**config.mk**
```make
export PLATFORM = sky130hd
export DESIGN_NAME = branch_predict_unit
export DESIGN_NICKNAME = d
export VERILOG_FILES = /design/src/rtl/branch_predict_unit.sv
export SDC_FILE = /design/constraint.sdc
export NUM_CORES = 2
export LEC_CHECK = 0
export CORE_ASPECT_RATIO = 1.1
export CORE_UTILIZATION = 60
export DETAILED_ROUTE_END_ITERATION = 12
export PLACE_DENSITY = 0.78
export SLEW_MARGIN = 20
export SYNTH_ARGS = -nofsm -noshare
export SYNTH_HDL_FRONTEND = slang
export SYNTH_SLANG_ARGS = --single-unit
```
**constraint.sdc**
```tcl
create_clock -name clk -period 23.6 [get_ports clk]
set_input_delay 2.36 -clock clk [delete_from_list [all_inputs] [get_ports clk]]
set_output_delay 2.36 -clock clk [all_outputs]
set_load 0.03 [all_outputs]
```
**src/rtl/branch_predict_unit.sv**
```systemverilog
// branch_predict_unit: direct-mapped branch target buffer with 2-bit saturating
// counters. It gives fetch a zero-latency taken/target prediction. It takes
// resolved branches and jumps from EX, trains the table, and raises a
// same-cycle mispredict redirect.
//
// Optional feature macro: BRPRED_STATS_EN
//   defined   -> 32-bit wrapping counters of resolutions and redirects
//   undefined -> stat_branches / stat_mispredicts are tied to zero, no flops
//
// ENTRIES must be a power of two >= 2, and PC_W - 2 - log2(ENTRIES) must be >= 1
// so that at least one tag bit remains. PC_W is assumed to be <= 32.

module branch_predict_unit #(
    parameter int PC_W    = 9,
    parameter int ENTRIES = 16
) (
    input  logic            clk,
    input  logic            reset,

    // Prediction side (fetch)
    input  logic [PC_W-1:0] f_pc,
    output logic            pred_taken,
    output logic [31:0]     pred_target,

    // Resolution side (EX)
    input  logic            ex_valid,
    input  logic [PC_W-1:0] ex_pc,
    input  logic            ex_is_branch,
    input  logic            ex_is_jump,
    input  logic            ex_taken,
    input  logic [31:0]     ex_target,
    input  logic            ex_pred_taken,
    input  logic [31:0]     ex_pred_target,
    output logic            redirect,
    output logic [31:0]     redirect_pc,

    // Statistics
    output logic [31:0]     stat_branches,
    output logic [31:0]     stat_mispredicts
);

    localparam int IDX_W = $clog2(ENTRIES);
    localparam int TAG_W = PC_W - 2 - IDX_W;

    // ------------------------------------------------------------------
    // Table storage
    // ------------------------------------------------------------------
    logic [ENTRIES-1:0] valid_q;
    logic [TAG_W-1:0]   tag_q    [ENTRIES];
    logic [31:0]        target_q [ENTRIES];
    logic [1:0]         ctr_q    [ENTRIES];
    logic [ENTRIES-1:0] jmp_q;

    // ------------------------------------------------------------------
    // Address split
    // ------------------------------------------------------------------
    logic [IDX_W-1:0] f_idx;
    logic [TAG_W-1:0] f_tag;
    logic [IDX_W-1:0] ex_idx;
    logic [TAG_W-1:0] ex_tag;

    assign f_idx  = f_pc[IDX_W+1:2];
    assign f_tag  = f_pc[PC_W-1:IDX_W+2];
    assign ex_idx = ex_pc[IDX_W+1:2];
    assign ex_tag = ex_pc[PC_W-1:IDX_W+2];

    // Word alignment makes the low PC bits irrelevant.
    logic unused_pc_bits;
    assign unused_pc_bits = ^{f_pc[1:0], ex_pc[1:0]};

    // ------------------------------------------------------------------
    // Lookup: purely combinational from registered state, no write bypass
    // ------------------------------------------------------------------
    logic f_hit;

    // Fetch-side hit detection and prediction outputs
    always_comb begin
        f_hit       = 1'b0;
        pred_taken  = 1'b0;
        pred_target = 32'd0;
        if (!reset) begin
            f_hit = valid_q[f_idx] && (tag_q[f_idx] == f_tag);
            if (f_hit) begin
                pred_taken  = jmp_q[f_idx] || ctr_q[f_idx][1];
                pred_target = target_q[f_idx];
            end
        end
    end

    // ------------------------------------------------------------------
    // Resolution and mispredict detection
    // ------------------------------------------------------------------
    logic res_active;
    logic eff_taken;
    logic ex_hit;

    // Decide whether EX resolves a control transfer and whether the carried prediction was wrong
    always_comb begin
        // Gated by reset so that the redirect outputs drop immediately on reset
        res_active  = !reset && ex_valid && (ex_is_branch || ex_is_jump);
        eff_taken   = ex_is_jump || (ex_is_branch && ex_taken);
        ex_hit      = valid_q[ex_idx] && (tag_q[ex_idx] == ex_tag);
        redirect    = 1'b0;
        redirect_pc = 32'd0;
        if (res_active) begin
            redirect = (eff_taken != ex_pred_taken) ||
                       (eff_taken && (ex_target != ex_pred_target));
            // Fall-through uses 32-bit arithmetic, so it may carry past PC_W
            redirect_pc = eff_taken ? ex_target : (32'(ex_pc) + 32'd4);
        end
    end

    // ------------------------------------------------------------------
    // Table write data
    // ------------------------------------------------------------------
    logic             wr_en;
    logic [TAG_W-1:0] wr_tag;
    logic [31:0]      wr_target;
    logic [1:0]       wr_ctr;
    logic             wr_jmp;

    // Compute the next contents of the entry addressed by ex_pc
    always_comb begin
        wr_en     = 1'b0;
        wr_tag    = ex_tag;
        wr_target = target_q[ex_idx];
        wr_ctr    = ctr_q[ex_idx];
        wr_jmp    = jmp_q[ex_idx];
        if (res_active) begin
            if (ex_hit) begin
                wr_en  = 1'b1;
                wr_jmp = ex_is_jump;
                if (eff_taken) begin
                    wr_target = ex_target;
                    if (ctr_q[ex_idx] != 2'b11) begin
                        wr_ctr = ctr_q[ex_idx] + 2'd1;
                    end
                end else if (ctr_q[ex_idx] != 2'b00) begin
                    wr_ctr = ctr_q[ex_idx] - 2'd1;
                end
            end else if (eff_taken) begin
                // Allocate, evicting whatever aliased into this slot
                wr_en     = 1'b1;
                wr_target = ex_target;
                wr_ctr    = 2'b10;
                wr_jmp    = ex_is_jump;
            end
        end
    end

    // Table state: asynchronous clear to invalid / weakly-not-taken, single write port
    always_ff @(posedge clk or posedge reset) begin
        if (reset) begin
            valid_q <= '0;
            jmp_q   <= '0;
            for (int i = 0; i < ENTRIES; i++) begin
                tag_q[i]    <= '0;
                target_q[i] <= '0;
                ctr_q[i]    <= 2'b01;
            end
        end else if (wr_en) begin
            valid_q[ex_idx]  <= 1'b1;
            tag_q[ex_idx]    <= wr_tag;
            target_q[ex_idx] <= wr_target;
            ctr_q[ex_idx]    <= wr_ctr;
            jmp_q[ex_idx]    <= wr_jmp;
        end
    end

    // ------------------------------------------------------------------
    // Statistics
    // ------------------------------------------------------------------
`ifdef BRPRED_STATS_EN
    logic [31:0] branches_q;
    logic [31:0] mispredicts_q;

    // Count active resolutions and redirects; both wrap naturally at 32 bits
    always_ff @(posedge clk or posedge reset) begin
        if (reset) begin
            branches_q    <= 32'd0;
            mispredicts_q <= 32'd0;
        end else begin
            if (res_active) begin
                branches_q <= branches_q + 32'd1;
            end
            if (redirect) begin
                mispredicts_q <= mispredicts_q + 32'd1;
            end
        end
    end

    assign stat_branches    = branches_q;
    assign stat_mispredicts = mispredicts_q;
`else
    assign stat_branches    = 32'd0;
    assign stat_mispredicts = 32'd0;
`endif

endmodule

```
==> metrics <==
Hold Crit Start ctr_q[10]; post-cts resize count 0; post-synthesis cell area 34900 um2; Max stage delay on crit path 0.88 ns; post-route ant nets 0; initial antenna violation count 7; Data required, critical path 21.24 ns; Leakage 17.22 nW; Pwr Density around 70 nW/um2; TritonCTS Buffers 67; top_reg_cell synth dfrtp_1; Die Wd 232.0 um; layout cells sized above 1 0.4500; critical-path cell list buf_8 > buf_4 > mux4_2 > mux4_2 > xor2_1 > a2111oi_0 > nand3_2 > buf_4 > nor2b_1 > clkdlybuf4s50_1; total of max-cap violations 0; # rows between 90 and 100; drt via density 6.801; Final Cycle Share 0.4320; Syn Inst Count 2213; Startpoint Class input pin; Post CTS Setup Buffer Count 0; peak supply drop 0.05439 mV; CP Class in2out; Final Skew 0.01995 ns; gr usage total 0.3224; Worst Max-Slew Pin Slew 1.113 ns; die area 59140 um2; WP data arrival between 7 and 8 ns; Synth area leader dfrtp_1; area share of the largest cell type after synthesis 0.4359; htree depth 3; core box area 57440 um2; drt wl/cell 29.89 um; PortBufs 152; Fin Setup TNS 0 ns; Fmax 0.09809 GHz; crit path launch f_pc[2]; Clock Pin Slew Worst Setup and Hold Paths 0.06 ns; commonest non-fill, non-tap cell in the layout dfrtp_1; R2R depth 8; worst-path fanout max 72; FF-to-FF Start tag_q[28]; Avg Inst Size Synth 15.77 um2; Seq/Total Area, Yosys 0.4480; layout net count between 2k and 2.5k; Cell variety after synth 54; RSZ-0062 raised after global routing no; non-filler instance count after layout 3071; DRT Pass-1 Iters 5; Post-CTS Hold Fix Bufs 0; routability cong. 0.8549; via count 20.89k; hpwl dp 54.00 mm; Final setup viols 0; Iteration-0 DRC Markers 2002; final WL 91.78 mm; Area Growth Syn to Fin 10.44%; CTS tree yes; worst hold path depth 2; worst min path class reg2reg; Final Hold Vio Count 0; ys async rst share 1.000; Slew Viols, Final 0; YS warnings 0; vias in the first global route around 22k; Die Y 255.0 um; clk buf depth 3; Root Driver clkbuf_16; DRC violation count after routing 0; slew margin rel. 0.2564; number of synthesized flops with an enable pin 0; IO Count between 200 and 250; placed cell count 2946; Setup crit end kind output pin; Synth Register Bits ~620; worst skew pair latency 0.62 ns; minimum clock period approximately 10 ns; largest net degree at the start of global routing 138; most frequent cells in the layout 608 x dfrtp_1, 429 x mux2_2, 354 x mux4_2, 146 x mux2_1, 144 x clkdlybuf4s50_1; GRT overflow 0; Crit-path slowest cell buf_4; starting density of the core 0.6076; largest cells by area after synthesis dfrtp_1 44%, mux4_2 23%, mux2_2 14%; Clock Sinks 624; status complete, no violations; first-pass GRT wire length 139.5 mm
-- routing by layer --
metal	up-vias	part of all wire	GRT usage
li1	8491	-	-
met1	11220	0.38	0.4216
met2	987	0.49	0.5226
met3	188	0.089	0.07877
met4	2	0.035	0.1237
met5	-	0.0020	0.02220
-- report_power, final --
| group | switching, W | internal [W] | total (W) |
|---|---|---|---|
| Combinational | 0.000185 | 0.000184 | 0.000369 |
| Sequential | 0.0000564 | 0.00115 | 0.00120 |
| Clock | 0.000448 | 0.000678 | 0.00113 |
-- final timing paths --
check                                        to  slack (ns)
max in group asynchronous           valid_q[15]       19.00
worst min register to register        ctr_q[10]        0.49
worst max register to register    target_q[154]       19.28
min in group asynchronous         target_q[449]        2.46
worst min-delay path                  ctr_q[10]        0.49
worst max-delay path            pred_target[18]       13.41
-- logic make-up after synthesis --
| kind of cell | after synthesis | synth area share |
|---|---|---|
| flops | 624 | 0.4480 |
| other cells | 1 | 0.0001074 |
| buf+inv | 289 | 0.05345 |
| xor+xnor | 42 | 0.01097 |
| simple gates | 189 | 0.03151 |
| compound gates | 85 | 0.01685 |
| mux | 979 | 0.4377 |
| fa+ha+maj | 4 | 0.001434 |
-- final cells by class --
type / instances / area, um2
Fill cell: 3845 / 18900
Multi-Input combinational cell: 1363 / 17680
Sequential cell: 624 / 15640
Clock buffer: 94 / 1979
Timing Repair Buffer: 194 / 1852
Tap cell: 752 / 940.9
Clock inverter: 30 / 396.6
Inverter: 13 / 56.30
Antenna cell: 1 / 2.502
-- state kept, by name, summed over array words and instances (netlist names) --
signal / flops
jmp_q: 16
ctr_q: 32
target_q: 512
valid_q: 16
tag_q: 48
-- cell usage after synthesis (5+ instances only) --
master     count
a211oi_1      10
a21oi_1       15
a2bb2oi_1     16
and3_1        28
buf_1         20
buf_12         5
buf_2         34
buf_4         90
buf_6         35
buf_8          5
clkbuf_1      87
dfrtp_1      608
dfstp_2       16
inv_1         12
mux2_1       146
mux2_2       429
mux2_4        33
mux2i_1        7
mux4_1        10
mux4_2       354
nand2_1       22
nand3_1       10
nand4_1       10
nor2_1        26
nor2_4        10
nor2b_1       38
nor3_1         9
nor4_1         5
o21ai_0       23
o21ai_1       10
or2_2         17
xnor2_1       33
xor2_1         7
-- critical path: cells and delay by family --
family,cells,cell delay (ns)
AOI/OAI and AO/OA,1,0.65
muxes,2,1.08
xor gates and xnor gates,1,0.17
and+or+nand+nor,2,0.80
buffers and inverters,4,2.58
-- through the flow --
stage                 util  area [um2]  setup slack (ns)  hold WS (ns)  total power (W)
floorplan                -       35140             3.791        0.4515         0.001488
global placement    0.6293       36150             13.28        0.4670         0.001569
detailed placement  0.6293       36150             13.20        0.4723         0.001587
CTS                 0.6707       38530             13.20        0.4889         0.002712
global route        0.6710       38540             13.02        0.5009         0.002791
finish              0.6710       38540             13.41        0.4893         0.002697
Note: power is estimated with default switching activity, not from simulation.
